$ cat src/rtl/puf_chal_gen.sv
// puf_chal_gen
// Challenge responder and entropy collector for the PUF RNG mode.
//   - Answers the PUF controller's request/ready_challenge handshake with a
//     128-bit challenge taken from a Galois LFSR
//     (x^128 + x^29 + x^27 + x^2 + 1). The challenge is never zero.
//   - Packs the controller's 2-bit RNG results into 32-bit words and queues
//     them in a small FIFO for the bus side.
//
// Optional feature macro: PUF_CHAL_RESEED_EN
//   When defined, the most recent word pushed to the FIFO (dropped words
//   included) is XORed into LFSR[31:0] on the first STEP cycle of the next
//   challenge.
//
// Ports:
//   clk, rst          clock; asynchronous active-low reset
//   en                block enable (en=0 forces the FSM back to IDLE)
//   seed_load, seed   load a new LFSR seed (honoured in IDLE only)
//   request           controller challenge request (level)
//   ready_challenge   one-cycle pulse, challenge valid
//   challenge         registered 128-bit challenge
//   rsp_valid_2bit    strobe for rsp_2bit
//   rsp_2bit          2-bit RNG result
//   rnd_valid         FIFO not empty
//   rnd_ready         consumer pops the head word
//   rnd_data          registered FIFO head word
//   fifo_level        occupied FIFO entries
//   overflow          sticky word-dropped flag
//   ovf_clr           clears overflow (a same-cycle drop wins)
module puf_chal_gen #(
  parameter logic [127:0] SEED       = 128'h0123_4567_89AB_CDEF_FEDC_BA98_7654_3210,
  parameter int           STEP_CNT   = 8,
  parameter int           FIFO_DEPTH = 4
) (
  input  logic                            clk,
  input  logic                            rst,
  input  logic                            en,
  input  logic                            seed_load,
  input  logic [127:0]                    seed,
  input  logic                            request,
  output logic                            ready_challenge,
  output logic [127:0]                    challenge,
  input  logic                            rsp_valid_2bit,
  input  logic [1:0]                      rsp_2bit,
  output logic                            rnd_valid,
  input  logic                            rnd_ready,
  output logic [31:0]                     rnd_data,
  output logic [$clog2(FIFO_DEPTH+1)-1:0] fifo_level,
  output logic                            overflow,
  input  logic                            ovf_clr
);

  localparam int           LVL_W = $clog2(FIFO_DEPTH + 1);
  localparam int           PTR_W = $clog2(FIFO_DEPTH);
  localparam logic [127:0] TAPS  = 128'h2800_0005;

  typedef enum logic [1:0] {IDLE, STEP, PRESENT, WAIT_DROP} state_t;

  state_t         state, state_nxt;
  logic [7:0]     step_cnt;
  logic [127:0]   lfsr, lfsr_nxt;
  logic           do_step, do_present, do_load;

  function automatic logic [127:0] zero_guard(input logic [127:0] v);
    return (v == '0) ? SEED : v;
  endfunction

  function automatic logic [127:0] lfsr_step(input logic [127:0] v);
    logic [127:0] s;
    s = {v[126:0], 1'b0};
    if (v[127]) s = s ^ TAPS;
    return s;
  endfunction

  // Entropy accumulator: the 16th pair completes a word and pushes it on the
  // same edge, so push_word is the shifted-in value rather than acc itself.
  logic [31:0] acc;
  logic [3:0]  pair_cnt;
  logic        push;
  logic [31:0] push_word;

  assign push_word = {acc[29:0], rsp_2bit};
  assign push      = rsp_valid_2bit && (pair_cnt == 4'd15);

  always_ff @(posedge clk or negedge rst) begin
    if (!rst) begin
      acc      <= '0;
      pair_cnt <= '0;
    end else if (rsp_valid_2bit) begin
      acc      <= push_word;
      pair_cnt <= pair_cnt + 4'd1;
    end
  end

  // Challenge FSM
  always_comb begin
    state_nxt = state;
    if (!en) begin
      state_nxt = IDLE;
    end else begin
      case (state)
        IDLE:      if (request) state_nxt = STEP;
        STEP:      if (step_cnt == 8'(STEP_CNT - 1)) state_nxt = PRESENT;
        PRESENT:   state_nxt = WAIT_DROP;
        WAIT_DROP: if (!request) state_nxt = IDLE;
        default:   state_nxt = IDLE;
      endcase
    end
  end

  always_ff @(posedge clk or negedge rst) begin
    if (!rst) state <= IDLE;
    else      state <= state_nxt;
  end

  assign do_step    = en && (state == STEP);
  assign do_present = en && (state == PRESENT);
  assign do_load    = seed_load && (state == IDLE);

`ifdef PUF_CHAL_RESEED_EN
  logic [31:0] reseed_word;
  logic        reseed_pend;
  logic        reseed_use;

  assign reseed_use = do_step && (step_cnt == 8'd0) && reseed_pend;

  always_comb begin
    lfsr_nxt = lfsr_step(lfsr);
    if (reseed_use) lfsr_nxt = lfsr_nxt ^ {96'd0, reseed_word};
    lfsr_nxt = zero_guard(lfsr_nxt);
  end

  // Only the latest word is kept; a push in the consuming cycle re-arms.
  always_ff @(posedge clk or negedge rst) begin
    if (!rst) begin
      reseed_word <= '0;
      reseed_pend <= 1'b0;
    end else if (push) begin
      reseed_word <= push_word;
      reseed_pend <= 1'b1;
    end else if (reseed_use) begin
      reseed_pend <= 1'b0;
    end
  end
`else
  assign lfsr_nxt = zero_guard(lfsr_step(lfsr));
`endif

  always_ff @(posedge clk or negedge rst) begin
    if (!rst) begin
      lfsr            <= SEED;
      step_cnt        <= '0;
      ready_challenge <= 1'b0;
      challenge       <= '0;
    end else begin
      ready_challenge <= do_present;
      if (do_present) challenge <= lfsr;
      if (do_load)      lfsr <= zero_guard(seed);
      else if (do_step) lfsr <= lfsr_nxt;
      if (state == IDLE) step_cnt <= '0;
      else if (do_step)  step_cnt <= step_cnt + 8'd1;
    end
  end

  // Random-word FIFO with a registered head
  logic [31:0]      mem [FIFO_DEPTH];
  logic [PTR_W-1:0] wptr, rptr, rptr_nxt;
  logic [LVL_W-1:0] count, remain, count_nxt;
  logic             pop_ok, push_ok, drop;

  always_comb begin
    pop_ok    = (count != '0) && rnd_ready;
    push_ok   = push && ((count != LVL_W'(FIFO_DEPTH)) || pop_ok);
    drop      = push && !push_ok;
    remain    = count - LVL_W'(pop_ok);
    count_nxt = remain + LVL_W'(push_ok);
    rptr_nxt  = rptr + PTR_W'(pop_ok);
  end

  always_ff @(posedge clk) begin
    if (push_ok) mem[wptr] <= push_word;
  end

  always_ff @(posedge clk or negedge rst) begin
    if (!rst) begin
      wptr     <= '0;
      rptr     <= '0;
      count    <= '0;
      rnd_data <= '0;
      overflow <= 1'b0;
    end else begin
      if (push_ok) wptr <= wptr + PTR_W'(1);
      rptr     <= rptr_nxt;
      count    <= count_nxt;
      overflow <= drop | (overflow & ~ovf_clr);
      // The head is the incoming word only when nothing older remains.
      if (push_ok && (remain == '0)) rnd_data <= push_word;
      else if (count_nxt == '0)      rnd_data <= '0;
      else                           rnd_data <= mem[rptr_nxt];
    end
  end

  assign rnd_valid  = (count != '0);
  assign fifo_level = count;

endmodule
$ cat config.mk
export PLATFORM = sky130hd
export DESIGN_NAME = puf_chal_gen
export DESIGN_NICKNAME = d
export VERILOG_FILES = /design/src/rtl/puf_chal_gen.sv
export SDC_FILE = /design/constraint.sdc
export NUM_CORES = 1
export LEC_CHECK = 0
export ABC_AREA = 1
export BUFFER_PORTS_ARGS = -buffer_cell sky130_fd_sc_hd__buf_4
export CAP_MARGIN = 20
export CORE_MARGIN = 4
export CORE_UTILIZATION = 55
export CTS_BUF_LIST = sky130_fd_sc_hd__clkbuf_8
export DETAILED_ROUTE_END_ITERATION = 10
export PLACE_DENSITY_LB_ADDON = 0.08
export SYNTH_ARGS = -nofsm -noshare
export SYNTH_HDL_FRONTEND = slang
export SYNTH_SLANG_ARGS = --single-unit
$ cat constraint.sdc
create_clock -name clk -period 3.15 [get_ports clk]
set_input_delay 0.315 -clock clk [delete_from_list [all_inputs] [get_ports clk]]
set_output_delay 0.315 -clock clk [all_outputs]
set_load 0.1 [all_outputs]
==> results of run 1 <==
==> metrics by stage <==
step                      total power [uW]  worst slack (ns)
final                                30570            0.6100
after global routing                 32240            0.4694
after CTS                            30710            0.6668
after detailed placement             25490            0.5914
after global placement               25200            0.6567
after floorplan                      21600           -0.2545
==> kinds of logic after synthesis <==
kind of cell | Yosys count | synth area share [%]
AO/OA/AOI/OAI | 363 | 9.825
flip-flops | 469 | 61.21
multiplexers | 65 | 3.400
AND/OR/NAND/NOR | 893 | 18.17
XOR/XNOR | 7 | 0.3013
buffers and inverters | 310 | 6.167
adder cells (fa/ha/maj) | 15 | 0.9222
==> worst paths after layout <==
path,start,to,slack [ns]
max,seed[111],lfsr[101],0.61
min,seed[24],lfsr[24],0.06
max reg2reg,fifo_level[1],rnd_data[11],0.72
min reg2reg,step_cnt[7],step_cnt[7],0.47
max in group asynchronous,rst,lfsr[71],1.96
min in group asynchronous,rst,overflow,0.35
==> area by class of cell <==
class                      instances  area share, %
clock buffer                      90          4.790
timing repair buffer             455          15.09
tap                              468          2.264
inverter                         198          2.879
multi-input combinational       1343          25.81
sequential                       469          48.17
antenna                            7        0.06774
clock inverter                    50         0.9290
==> power by group <==
group	total, uW	internal, uW	switching (uW)
logic	15600	3830	11800
clock network	5040	2690	2360
registers	9930	8590	1340
total	30600	15100	15500
==> sequential cells by signal, indices dropped and copies added, names as in the netlist <==
register and flops:
challenge 128, lfsr 128, mem 128, rnd_data 32, acc 30, step_cnt 8, pair_cnt 4, fifo_level 3
rptr 2, state 2, wptr 2, overflow 1, ready_challenge 1
==> layer usage <==
layer,vias to the layer above,GRT usage [%],share of wire [%]
li1,7820,-,-
met1,7935,34.56,40
met2,613,43.97,48
met3,167,6.459,6.9
met4,6,12.78,4.8
met5,-,0,0.058
==> synthesized netlist by cell type (all sizes together) <==
master	count	share of area (%)
a21oi	5	0.12
a31oi	13	0.40
buf	36	1.1
clkbuf	76	1.5
clkinv	1	0.018
dfrtp	277	34
dfstp	64	8.3
edfxtp	128	19
ha	15	0.92
inv	197	3.6
mux2	33	1.8
mux2i	32	1.6
nand2	546	10
nand3	127	3.6
nand4	4	0.20
nor2	204	3.8
nor3	4	0.098
o21ai	300	7.4
o221ai	44	1.9
o22ai	1	0.031
or2	8	0.25
xnor2	4	0.17
xor2	3	0.13
==> worst max-delay path: stages <==
cell           delay (ns)
dlygate4sd3_1        0.57
buf_4                0.15
nor2_1               0.10
nand2_1              0.07
nor2_1               0.14
nand2_1              0.08
nor2_1               0.34
nand2_1              0.22
nor2_4               0.54
buf_4                0.32
o21ai_0              0.12
nand3_1              0.12
==> flow_metrics.py, run 1 <==
metrics = {
    "outcome": {
        "status": "completed",
    },
    "placement": {
        "dpl.cell_count": 2817,
        "post_dp_cell_area_sq_um": 23200,
        "portBuffers": 303,
        "hpwl_um": 35460,
        "gp_congestion": 0.8576,
    },
    "worst_hold_path": {
        "hold_class": "primary input to flip-flop",
        "whs_path_depth": 5,
    },
    "cells_and_area": {
        "design_area_sq_um": 25860,
        "final_util_pct": 70.80,
        "instances_no_fill": 3080,
        "drive_gt1_share_pct": 22.65,
        "syn2layout_area_growth_pct": 27.06,
        "nFillCells": 2811,
        "seq_area_sq_um": 12460,
        "nNetsFinal": 2696,
        "mostFrequentLayoutCell": "nand2_1",
        "layout_common_cells": "nand2_1, buf_4, o21ai_0",
        "multi_input_area_sq_um": 6674,
    },
    "clocking": {
        "cts_setup_buffers": 0,
        "h-tree-depth": 3,
        "cts_sinks": 469,
        "postCtsHoldBufs": 115,
        "clk_pin_slew_worst_paths_ns": 0.06,
        "tritoncts": "built",
        "cts_resized": 0,
        "numCtsBuffers": 76,
        "clockBufferDepth": 3,
        "cts_root_buf": "clkbuf_8",
        "insertion_delay_ns": 0.62,
    },
    "detailed_routing": {
        "initialDrtViolationCount": 1137,
        "remaining_drc_errors": 0,
        "vias": 16540,
        "routedWlPerCell_um": 17.84,
        "antenna_left": 0,
        "first_pass_iters": 6,
        "wirelength_um": 54960,
        "via_per_inst": 5.370,
    },
    "floorplan": {
        "start_util_pct": 55.72,
        "core_area_sq_um": 36520,
        "die_x_um": 200.4,
        "io_pins": 304,
        "dieArea_sq_um": 40140,
        "die_h_um": 200.4,
        "rows": 70,
    },
    "synthesis": {
        "yosys_register_bits": 469,
        "synth_nets": 2275,
        "syn_area_sq_um": 20350,
        "synth_warnings": 0,
        "postSynthAreaPerCell_sq_um": 9.590,
        "yosysSeqAreaShare_pct": 61.21,
        "yosysUniqueCellTypes": 34,
        "syn_inst": 2122,
    },
    "worst_setup_path": {
        "crit_arrival_ns": 3.09,
        "critical_path_class": "primary input to flip-flop",
        "critPathCaptureType": "flip-flop",
        "crit_path_start_kind": "primary input",
        "crit_required_ns": 3.70,
        "crit_fanout": 26,
        "ff2ff_path_depth": 11,
    },
    "pwr": {
        "cellLeakagePower_uw": 0.01220,
        "peakVddDrop_mv": 1.176,
        "power_density_nw_per_um2": 1182,
    },
    "global_route": {
        "grt_pass1_vias": 16830,
        "grt_max_degree": 89,
        "grtUsageTotal_pct": 27.02,
        "grt_first_pass_wirelength_um": 88300,
        "grt-ovfl-total": 0,
        "antenna_found_initial": 10,
    },
    "sta": {
        "min_period_ns": 2.540,
        "worst_pin_slew_ns": 0.7850,
        "setup_viol": 0,
        "fmax_mhz": 393.7,
        "max_slew_margin_pct": 47.67,
        "fin_crit_sh_pct": 80.63,
        "skew_ns": 0.01290,
        "finalMaxSlewViolations": 0,
        "finalSetupTns_ns": 0,
        "rsz0062_at_grt": "false",
        "whs_ns": 0.05711,
        "hold_viol": 0,
    },
    "flow_run": {
        "maxCapViolCount": 0,
    },
}
(Power assumes the default switching activity.)
==> inputs of run 2 (changes only) <==
CORE_UTILIZATION = 53   (was 55)
clock period = 2.1 ns   (was 3.15 ns; I/O delays follow)
==> run 2 against run 1 <==
Compared with the run above: the flow now finishes with violations (negative setup slack); largest power group unchanged; total power up 54%; die area increased by 3.6%; flip-flop and latch count did not move; cell count rose by 2.9%; highest routed layer unchanged; register-to-register slack worse by 0.72 ns; clock skew grew 0.012 ns; combinational power grew 58%.
==> flow_metrics.py, run 2 (synthesis results as in run 1) <==
metrics = {
    "detailed_routing": {
        "antenna_left": 0,
        "first_pass_iters": 6,
        "vias": 16430,
        "wl_met1_um": 22830,
        "initialDrtViolationCount": 944,
        "wirelength_um": 55800,
        "remaining_drc_errors": 0,
        "via_per_inst": 5.182,
        "routedWlPerCell_um": 17.60,
        "met2WireLength_um": 27920,
        "dr.max_layer_used": "met5",
        "met3_length_um": 3453,
    },
    "global_route": {
        "antenna_found_initial": 8,
        "grt-ovfl-total": 0,
        "grt_pass1_vias": 16660,
        "grt_max_degree": 134,
        "grt_first_pass_wirelength_um": 88930,
        "grtUsageTotal_pct": 26.66,
    },
    "cells_and_area": {
        "seq_area_sq_um": 12470,
        "mostFrequentLayoutCell": "nand2_1",
        "drive_gt1_share_pct": 24.23,
        "layout_common_cells": "nand2_1, buf_4, o21ai_0",
        "nNetsFinal": 2742,
        "largestRegisters": "challenge x128, lfsr x128, mem x128",
        "multi_input_area_sq_um": 6905,
        "syn2layout_area_growth_pct": 31.47,
        "nFillCells": 2847,
    },
    "sta": {
        "skew_ns": 0.02450,
        "min_period_ns": 2.104,
        "fmax_mhz": 475.3,
        "max_slew_margin_pct": 53.27,
        "setup_viol": 3,
        "hold_viol": 0,
        "finalMaxSlewViolations": 0,
        "setup_slack_ns": -0.004018,
        "fin_crit_sh_pct": 100.2,
        "worst_pin_slew_ns": 0.7009,
        "whs_ns": 0.09285,
        "rsz0062_at_grt": "true",
    },
    "clocking": {
        "cts_root_buf": "clkbuf_8",
        "h-tree-depth": 3,
        "insertion_delay_ns": 0.63,
        "clockBufferDepth": 3,
        "tritoncts": "built",
        "numCtsBuffers": 77,
        "cts_sinks": 469,
        "clk_pin_slew_worst_paths_ns": 0.06,
    },
    "pwr": {
        "switching_share_pct": 50.22,
        "pwr-share-comb_pct": 52.2,
        "power_density_nw_per_um2": 1764,
        "p_switching_uw": 23700,
        "p_int_uw": 23500,
        "p_seq_share_pct": 31.7,
        "peakVddDrop_mv": 1.777,
        "clockPowerShare_pct": 16.1,
        "cellLeakagePower_uw": 0.01256,
    },
    "floorplan": {
        "die_x_um": 204.0,
        "io_pins": 304,
        "dieArea_sq_um": 41600,
        "rows": 71,
        "die_h_um": 204.0,
        "start_util_pct": 53.90,
        "core_area_sq_um": 37760,
    },
    "outcome": {
        "violations": "negative setup slack",
        "status": "finished, violations left",
    },
    "worst_setup_path": {
        "critPathCaptureType": "flip-flop",
        "crit_path_start_kind": "flip-flop",
        "r2r-start": "fifo_level[0]",
        "cp-startpoint": "fifo_level[0]",
        "crit_arrival_ns": 2.62,
        "crit_fanout": 15,
        "critical_path_class": "flip-flop to flip-flop",
        "crit_required_ns": 2.61,
    },
    "flow_run": {
        "maxCapViolCount": 0,
    },
    "placement": {
        "gp_congestion": 0.8685,
        "portBuffers": 303,
        "hpwl_um": 36110,
        "dpl_worst_slack_ns": -0.06254,
    },
    "worst_hold_path": {
        "hold_class": "primary input to asynchronous set/reset pin",
    },
}
[run 2: cell types whose count changed in the layout (fill, tap and decap cells not counted), moves of 6 or more]
cell           delta
buf_4            +10
o21ai_1          +12
o21ai_0          -14
nand3_1           -6
nand3_2           +6
nor2_4            +7
buf_12           +12
dlygate4sd3_1    +18
[run 2: worst max-delay path, cell delays in order, from the launching register on]
cell     delay (ns)
dfrtp_4        0.49
nor2_4         0.15
a21oi_4        0.09
ha_4           0.17
ha_4           0.27
inv_4          0.04
ha_4           0.17
xnor2_4        0.17
nand2_4        0.11
buf_12         0.17
nand3_1        0.09
o21ai_1        0.08
[run 2: layout make-up]
class | count | area share [%]
timing repair buffer | 500 | 16.82
clock inverter | 57 | 1.057
sequential | 469 | 46.60
multi-input combinational | 1343 | 25.81
inverter | 198 | 2.801
clock buffer | 87 | 4.476
antenna | 5 | 0.04677
tap | 511 | 2.390
[run 2: power groups by stage]
stage | registers, uW | clock network, uW | logic (uW)
2_1_floorplan | 24900 | 0 | 7950
3_3_place_gp | 15000 | 0 | 23500
3_5_place_dp | 15000 | 0 | 23900
4_1_cts | 14900 | 7780 | 24500
5_1_grt | 15300 | 8240 | 26300
6_report | 15000 | 7590 | 24700
[run 2: timing repair]
action / CTS / global route
endpoints found under the setup margin: 28 / 55
pin swaps: 2 / 0
hold buffers: 134 / 0
resized for setup: 15 / 25
buffers inserted: 0 / 0
hold endpoints to repair: 433 / 0
cloned: 1 / 1
[run 2: per-layer routing]
metal,global-route usage (%),vias to the layer above
li1,-,7918
met1,35.05,7868
met2,44.74,513
met4,8.351,8
met5,0,-
met3,5.839,119
[run 2: final timing paths]
kind	slack [ns]	cells after the start	end
worst max register to register	-0.004	11	rnd_data[6]
worst min-delay path	0.09	2	overflow
max in group asynchronous	1.20	3	lfsr[69]
worst min register to register	0.47	2	lfsr[25]
min in group clk	0.17	6	state[1]
worst max-delay path	-0.004	11	rnd_data[6]
[run 2: metrics by stage]
stage | power, uW | std cells | cell area [sq um] | util, % | TNS [ns]
2_1_floorplan | 32850 | 2122 | 20560 | - | -1.139
3_3_place_gp | 38530 | 2885 | 23720 | 62.83 | -0.1372
3_5_place_dp | 38930 | 2885 | 23720 | 62.83 | -0.7643
4_1_cts | 47230 | 3164 | 26650 | 70.59 | -0.04270
5_1_grt | 49860 | 3169 | 26750 | 70.86 | -1.841
6_report | 47190 | 3170 | 26750 | 70.86 | -0.007849
==> inputs of run 3 (changes only) <==
CORE_UTILIZATION = 35   (was 53)
==> run 3 against run 2 <==
Compared with the run above: the run still ends with negative setup slack left; via count down 0.16%; clock-buffer cell count rose by 13; worst setup slack lost 0.019 ns; clock power up 8.2%; register-to-register slack worse by 0.02 ns; worst hold slack better by 0.028 ns; combinational power grew 2%; clock skew shrank 0.0066 ns; design area increased by 2.5%; critical endpoint is now rnd_data[7].
==> flow_metrics.py, run 3 (synthesis results as in run 1) <==
metrics = {
    "outcome": {
        "status": "finished, violations left",
        "violations": "negative setup slack",
    },
    "floorplan": {
        "start_util_pct": 35.34,
        "die_x_um": 249.1,
        "rows": 88,
        "io_pins": 304,
        "die_h_um": 249.1,
        "dieArea_sq_um": 62070,
        "core_area_sq_um": 57590,
    },
    "worst_setup_path": {
        "critPathMaxStageDelay_ns": 0.48,
        "critPathCaptureType": "flip-flop",
        "cp_common_cell": "ha_4",
        "crit_slowest_cell": "dfrtp_4",
        "critical_path_class": "flip-flop to flip-flop",
        "path_cells": "nor2_4 -> a21oi_4 -> ha_4 -> ha_4 -> xor2_4 -> nor3_4 -> nand2_4 -> clkbuf_16 -> nand3_2 -> o21ai_0",
        "crit_path_start_kind": "flip-flop",
        "crit_arrival_ns": 2.64,
        "crit_fanout": 18,
        "crit_required_ns": 2.61,
    },
    "sta": {
        "hold_viol": 0,
        "worst_pin_slew_ns": 0.6941,
        "rsz0062_at_grt": "true",
        "finalMaxSlewViolations": 0,
        "setup_slack_ns": -0.02303,
        "skew_ns": 0.01790,
        "fin_crit_sh_pct": 101.1,
        "max_slew_margin_pct": 53.73,
        "fmax_mhz": 471.0,
        "setup_viol": 12,
        "min_period_ns": 2.123,
    },
    "placement": {
        "gp_congestion": 0.8175,
        "dpl_worst_slack_ns": -0.08169,
        "hpwl_um": 41510,
        "post_dp_cell_area_sq_um": 24170,
        "portBuffers": 303,
    },
    "detailed_routing": {
        "initialDrtViolationCount": 754,
        "antenna_left": 0,
        "wirelength_um": 62310,
        "via_per_inst": 4.749,
        "remaining_drc_errors": 0,
        "vias": 16400,
        "routedWlPerCell_um": 18.05,
        "first_pass_iters": 5,
    },
    "clocking": {
        "numCtsBuffers": 84,
        "h-tree-depth": 3,
        "cts_root_buf": "clkbuf_8",
        "insertion_delay_ns": 0.63,
        "cts_sinks": 469,
        "clk_pin_slew_worst_paths_ns": 0.06,
        "tritoncts": "built",
        "clockBufferDepth": 3,
    },
    "flow_run": {
        "maxCapViolCount": 0,
    },
    "global_route": {
        "grt_max_degree": 112,
        "grt_first_pass_wirelength_um": 98210,
        "grt-ovfl-total": 0,
        "grt_pass1_vias": 17030,
        "grtUsageTotal_pct": 19.74,
        "antenna_found_initial": 16,
    },
    "cells_and_area": {
        "layout_common_cells": "nand2_1, buf_4, o21ai_0",
        "syn2layout_area_growth_pct": 34.82,
        "design_area_sq_um": 27440,
        "nNetsFinal": 2770,
        "largestRegisters": "challenge x128, lfsr x128, mem x128",
        "mostFrequentLayoutCell": "nand2_1",
        "drive_gt1_share_pct": 25.36,
    },
    "worst_hold_path": {
        "hold_class": "primary input to flip-flop",
    },
    "pwr": {
        "peakVddDrop_mv": 1.518,
        "cellLeakagePower_uw": 0.01271,
        "power_density_nw_per_um2": 1757,
    },
}
run 3: cell types whose count changed in the layout (fill, tap and decap cells not counted), moves of 3 or more:
| cell | previous run | this run |
|---|---|---|
| buf_12 | 27 | 31 |
| buf_4 | 333 | 347 |
| clkbuf_8 | 87 | 100 |
| clkinv_1 | 4 | 12 |
| inv_1 | 233 | 219 |
| nand3_1 | 101 | 97 |
| nand3_2 | 26 | 30 |
| o21ai_0 | 284 | 280 |
| o21ai_1 | 14 | 17 |
run 3: final timing paths:
| kind | from | endpoint | slack [ns] | cells after the start |
|---|---|---|---|---|
| max in group asynchronous | rst | lfsr[65] | 1.13 | 3 |
| max | fifo_level[1] | rnd_data[7] | -0.02 | 10 |
| max reg2reg | fifo_level[1] | rnd_data[7] | -0.02 | 10 |
| min | request | state[0] | 0.12 | 6 |
| min reg2reg | step_cnt[7] | step_cnt[7] | 0.46 | 1 |
| min in group asynchronous | rst | rnd_data[18] | 0.15 | 2 |
run 3: worst max-delay path: cells and delay by family, from the launching register on:
kind            cells  cell delay, ns
buf+inv             1            0.23
fa+ha+maj           2            0.32
compound gates      2            0.16
simple gates        4            0.62
xor+xnor            1            0.18
flops               1            0.48
run 3: through the flow:
stage	TNS, ns	power (uW)	util [%]	hold slack [ns]	cells
6_report	-0.1329	48200	47.64	0.1211	3453
5_1_grt	-2.208	51110	47.63	0.1077	3450
4_1_cts	-0.2276	48500	47.30	0.04347	3439
3_5_place_dp	-1.032	39440	41.97	0.2137	3151
3_3_place_gp	-0.1347	39210	41.97	0.2164	3151
2_1_floorplan	-1.139	32850	-	-0.08559	2122
run 3: final cells by class:
type                            instances  area [sq um]
Antenna cell                            7         17.52
Timing Repair Buffer                  520          4718
Fill cell                            5430         30150
Inverter                              198         747.0
Clock inverter                         50         229.0
Multi-Input combinational cell       1344          6923
Clock buffer                          100          1376
Tap cell                              765         957.2
Sequential cell                       469         12470
run 3: routing by layer:
metal	global-route usage [%]	routed length, um
met2	33.19	30330
met4	6.073	1835
met5	0	103
met3	4.489	3167
met1	25.57	26880
run 3: what timing repair did:
item                       4_1_cts  5_1_grt
pin swaps                        2        7
gates cloned                     2        3
setup buffers                    2        4
hold endpoints to repair       373        0
setup endpoints to repair       29       92
hold buffers                   134        0
gates resized for setup         20       22
run 3: where the power goes:
part / switching [uW] / internal [uW] / total (uW)
Clock: 3790 / 4420 / 8210
Combinational: 18300 / 6840 / 25100
Sequential: 2010 / 12900 / 14900
